## config.mk

```make
export PLATFORM = sky130hd
export DESIGN_NAME = display_sched
export DESIGN_NICKNAME = d
export VERILOG_FILES = /design/src/rtl/display_sched.sv
export SDC_FILE = /design/constraint.sdc
export NUM_CORES = 1
export LEC_CHECK = 0
export ABC_AREA = 1
export CORE_MARGIN = 5
export CORE_UTILIZATION = 50
export CTS_BUF_LIST = sky130_fd_sc_hd__clkbuf_4 sky130_fd_sc_hd__clkbuf_8
export DETAILED_ROUTE_END_ITERATION = 8
export MAX_ROUTING_LAYER = met4
export PLACE_DENSITY = 0.83
export SYNTH_ARGS = -nofsm -noshare
export SYNTH_HDL_FRONTEND = slang
export SYNTH_SLANG_ARGS = --single-unit
```

## constraint.sdc

```tcl
create_clock -name clk -period 1.8 [get_ports clk]
set_input_delay 0.36 -clock clk [delete_from_list [all_inputs] [get_ports clk]]
set_output_delay 0.36 -clock clk [all_outputs]
set_load 0.02 [all_outputs]
```

## src/rtl/display_sched.sv

```systemverilog
// display_sched: prioritised 4-digit display scheduler with BCD conversion and scan (LEAD_ZERO_BLANK_EN blanks leading zeros)
module display_sched #(
  parameter int SCAN_DIV   = 500,
  parameter int HOLD_TICKS = 1024
) (
  input  logic        clk,
  input  logic        rst,
  input  logic [2:0]  req,
  input  logic [15:0] val0,
  input  logic [15:0] val1,
  input  logic [15:0] msg,
  output logic [2:0]  grant,
  output logic        busy,
  output logic        conv_done,
  output logic [3:0]  digit,
  output logic [1:0]  pos
);
  localparam int SW = $clog2(SCAN_DIV);
  localparam int HW = $clog2(HOLD_TICKS + 1);
  localparam logic [SW-1:0] SMAX = SW'(SCAN_DIV - 1);
  localparam logic [HW-1:0] HMAX = HW'(HOLD_TICKS - 1);
  typedef enum logic [1:0] {IDLE, CONV, SHOW} state_t;
  state_t state_q;
  logic [SW-1:0] scan_q;
  logic [HW-1:0] hold_q;
  logic [3:0] bit_q, digit_q;
  logic [15:0] bin_q, bcd_q, disp_q, disp_d, src, sat, adj, bcd_d, conv_val;
  logic [1:0] pos_q, pos_d;
  logic [2:0] grant_q, win, higher;
  logic tick, expire, rearb, ld_msg, ld_conv, conv_done_q;
  for (genvar i = 0; i < 4; i++) begin : g_adj
    assign adj[4*i+:4] = bcd_q[4*i+:4] + (bcd_q[4*i+:4] >= 4'd5 ? 4'd3 : 4'd0);
  end
  assign bcd_d = {adj[14:0], bin_q[15]};
`ifdef LEAD_ZERO_BLANK_EN
  assign conv_val = {bcd_d[15:12] == 4'd0 ? 4'hf : bcd_d[15:12],
                     bcd_d[15:8] == 8'd0 ? 4'hf : bcd_d[11:8],
                     bcd_d[15:4] == 12'd0 ? 4'hf : bcd_d[7:4],
                     bcd_d[3:0]};
`else
  assign conv_val = bcd_d;
`endif
  assign tick = scan_q == SMAX;
  assign expire = hold_q == HMAX;
  assign win = req[2] ? 3'b100 : req[1] ? 3'b010 : {2'b00, req[0]};
  assign higher = req & ~((grant_q << 1) - 3'd1);
  assign src = win[1] ? val1 : val0;
  assign sat = src > 16'd9999 ? 16'd9999 : src;
  assign rearb = state_q == IDLE || (state_q == SHOW && tick && (expire || higher != 3'd0));
  assign ld_msg = rearb && win[2];
  assign ld_conv = state_q == CONV && bit_q == 4'd15;
  assign disp_d = ld_msg ? msg : ld_conv ? conv_val : disp_q;
  assign pos_d = pos_q + {1'b0, tick};
  assign grant = grant_q;
  assign busy = state_q == CONV;
  assign conv_done = conv_done_q;
  assign digit = digit_q;
  assign pos = pos_q;
  always_ff @(posedge clk) begin
    if (rst) begin
      state_q     <= IDLE;
      scan_q      <= '0;
      hold_q      <= '0;
      bit_q       <= '0;
      bin_q       <= '0;
      bcd_q       <= '0;
      disp_q      <= '0;
      pos_q       <= '0;
      digit_q     <= '0;
      grant_q     <= '0;
      conv_done_q <= 1'b0;
    end else begin
      scan_q      <= tick ? '0 : scan_q + 1'b1;
      pos_q       <= pos_d;
      digit_q     <= disp_d[{pos_d, 2'b00}+:4];
      disp_q      <= disp_d;
      conv_done_q <= ld_msg || ld_conv;
      if (state_q == CONV) begin
        bcd_q <= bcd_d;
        bin_q <= bin_q << 1;
        bit_q <= bit_q + 1'b1;
        if (ld_conv) begin
          state_q <= SHOW;
          hold_q  <= '0;
        end
      end else begin
        if (state_q == SHOW && tick) hold_q <= hold_q + 1'b1;
        if (rearb) begin
          grant_q <= win;
          hold_q  <= '0;
          state_q <= win[2] ? SHOW : win != 3'd0 ? CONV : IDLE;
          bin_q   <= sat;
          bcd_q   <= '0;
          bit_q   <= '0;
        end
      end
    end
  end
endmodule

```

==> impl_results.md <==
* Unique masters post-synth at 42
* Filler cells at 433
* CTS H-tree lvls at 3
* Fmax at 462.8 MHz
* Initial antenna violation count at 0
* R2R cell count at 13
* Worst-case clock buffer depth at 2
* Sequential Power Share at 0.388
* Violated checks: negative setup slack
* Synthesized flop and latch total at 84
* Core box area at 0.008636 mm²
* Largest net degree at the start of global routing at 48
* Register area share after synthesis at 0.3821
* Syn_area_per_cell at 7.179 µm²
* Peak supply drop at 576.5 µV
* Ys Warns at 0
* Min-delay worst type: flip-flop to flip-flop
* GRT Residual Overflow at 0
* DP Area at 0.005679 mm²
* Mapped Area at 0.004400 mm²
* Clk pwr share at 0.298
* PnR worst setup slack at -360.8 ps
* DR vias/cell at 6.199
* Slew HR at 0.7168
* Gr busiest metal: met2
* DR DRC count at 0
* Diode count at 0
* Startpoint Class: flip-flop
* Top cell type's share of synthesized area at 0.3821
* Unrepaired setup endpoints after global routing: yes
* Final number of setup-violating endpoints at 63
* Switching share of power at 0.3341
* Synth Area in Compound Gates at 0.1470
* Initial DRC Count at 594
* Antenna viol nets, final at 0
* Mux cell area share after synthesis at 0.01507
* Critical Path End Type: flip-flop
* Status: finished with violations
* Largest stage delay, worst path at 360 ps
* Comb pwr share at 0.315
* Hold_ws at 463.8 ps
* Async S/R FF share, synth at 0
* Post-route cell area at 0.006838 mm²
* I/O pin total at 64
* # port buffers at 63
* Area Overhead vs Synth at 55.39%
* DIE AREA at 0.01078 mm²
* Fin. Hold Viols at 0
* Die H at 103.8 µm
* Post-synth top cells: nand2_1, dfxtp_1, inv_1
* Wire length per cell at 20.86 µm
* Global-route wire length before repair at 23080 µm
* CP cell instances: inv_2, o21ai_2, ha_2, inv_2, fa_2, xnor2_1, inv_1, nand2_1, o21ai_1, nand2_1, o21ai_2, buf_4, nor2_1
* Post-Synth XOR/XNOR Area at 0.01990
* PD cells at 787.3 mW/mm²
* Fin Clk Skew at 12.56 ps
* Crit Path Max Fanout at 2
* Placer Congestion at 0.8341
* First-pass iteration count of the detailed router at 9
* Synth Area in Simple Gates at 0.2843
* Req. time, crit path at 2110 ps
* Nets at 853
* Post-Syn Nets at 681
* Total wire length at 18730 µm
* Most numerous cell in the Yosys netlist: nand2_1
* Vias in the first global route at 4847
* Final min period at 2161 ps
* Hold path depth at 2
* Crit Path Class: flip-flop to flip-flop
* CTS Sinks at 84
* Die Span X at 103.8 µm
* Final TNS setup at -6944 ps
* TritonCTS Buffers at 9
* Met3 usage at 0.04415
* Root Driver: clkbuf_8
* Hpwl dp at 8688 µm
* Critical-path top delay cell: dfxtp_2
* Initial Util at 0.5096
* Cell accounting for the most synthesized area: dfxtp_1
* Syn Inst Count at 613
* CTS tree: yes
* Clock latency on the worst-skew pair at 380 ps
* Synth Area in Adders at 0.04947
* Met2 usage at 0.4435
* Crit share post-route at 1.200
* Largest family of logic cells by synthesized area: simple AND/OR/NAND/NOR gates
* Static Leak at 2.909 nW
* Least-Margin Pin Slew at 423.8 ps
* P_int at 3.585 mW
* Max Cap Viol at 0
* GRT met1 Usage at 0.3155
* Worst Path Arrival at 2470 ps
* Share of cells above drive strength 1 at 0.3646
* Post-synth EDFFs at 0
* DR vias at 5567
* NetSw at 1.799 mW
* Max Slew Vio Count at 0
* Ys flop type: dfxtp_1
* Worst-path clk slew at 90 ps
* GRT Overall Usage at 0.2618
* Largest cells by area after synthesis: dfxtp_1, nand2_1, nand3_1, inv_1, a21oi_1
* Rows at 34
[cells in the final DEF (no fill, tap or decap), types with 4 or more instances in the layout]
| master | count |
|---|---|
| buf_4 | 105 |
| a21oi_2 | 11 |
| nor2_2 | 5 |
| nand2_4 | 7 |
| nor2_1 | 30 |
| a21oi_1 | 43 |
| nand2_1 | 137 |
| inv_1 | 60 |
| fa_2 | 4 |
| mux2i_1 | 4 |
| nor2_4 | 8 |
| nand2_2 | 14 |
| dfxtp_2 | 18 |
| nand3_1 | 40 |
| buf_12 | 4 |
| o21ai_0 | 8 |
| o22ai_1 | 6 |
| xnor2_1 | 5 |
| o21ai_2 | 14 |
| ha_4 | 6 |
| o21ai_1 | 17 |
| clkdlybuf4s50_1 | 59 |
| clkbuf_8 | 10 |
| inv_2 | 13 |
| nand4_1 | 5 |
| buf_6 | 13 |
| nand3_2 | 16 |
| dfxtp_1 | 64 |
[power by group through the flow]
stage	logic, mW	clock network (mW)	registers [mW]
2_1_floorplan	0.620	0	2.09
3_3_place_gp	1.06	0	2.08
3_5_place_dp	1.09	0	2.08
4_1_cts	1.25	1.54	2.05
5_1_grt	1.76	1.65	2.09
6_report	1.69	1.60	2.09
[worst paths after layout]
check | from | endpoint | slack, ps
min | hold_q[5]$_SDFFE_PP0P_ | hold_q[5]$_SDFFE_PP0P_ | 460
max | bcd_q[10]$_SDFFE_PP0P_ | disp_q[11]$_SDFF_PP0_ | -360
min reg2reg | hold_q[5]$_SDFFE_PP0P_ | hold_q[5]$_SDFFE_PP0P_ | 460
max reg2reg | bcd_q[10]$_SDFFE_PP0P_ | disp_q[11]$_SDFF_PP0_ | -360
[layout make-up]
type | instances | area (µm²) | share of cell area
multi-input cells | 426 | 2779 | 0.4064
flip-flops and latches | 84 | 1712 | 0.2503
repair buffers | 187 | 1687 | 0.2467
inverters | 77 | 301.5 | 0.04410
clock buffers | 10 | 137.6 | 0.02013
well taps | 108 | 135.1 | 0.01976
clock inverters | 6 | 86.33 | 0.01263
[per-stage QoR]
stage	util	power, mW	std cells	worst slack [ps]
finish	0.7918	5.384	898	-360.8
global route	0.7918	5.507	898	-408.8
CTS	0.7263	4.840	869	-174.0
detailed placement	0.6576	3.175	842	-491.1
global placement	0.6576	3.133	842	-403.2
floorplan	-	2.713	613	-70.01
[critical path: cells and delay by family (launching register included)]
family,cells,cell delay [ps]
DFF,1,360
AOI/OAI and AO/OA,3,370
xor gates and xnor gates,1,170
adders and majority gates,2,620
and+or+nand+nor,3,270
buffers and inverters,4,320
[repair_timing]
item                                    CTS  global route
endpoints found under the setup margin   69            75
buffers inserted                         11            27
hold buffers                              0             0
pin swaps                                21            57
cloned                                    1             2
resized for setup                        85           111
[registers in the layout (all words and copies together), names as in the netlist]
name       count
bcd_q         16
bin_q         16
disp_q        16
hold_q        11
scan_q         9
bit_q          4
digit          4
grant          3
pos            2
state_q        2
conv_done      1
[cell families after synthesis]
group                      count (synthesis)
and+or+nand+nor                          281
AOI/OAI and AO/OA                        114
buffers and inverters                    103
DFF                                       84
adders and majority gates                 15
xor gates and xnor gates                  10
muxes                                      6
[routing by layer]
layer	vias up	share of wire
li1	2325	-
met1	2589	0.35
met2	478	0.47
met3	175	0.098
met4	0	0.084
met5	-	0
Power figures use the tool's default switching activity.
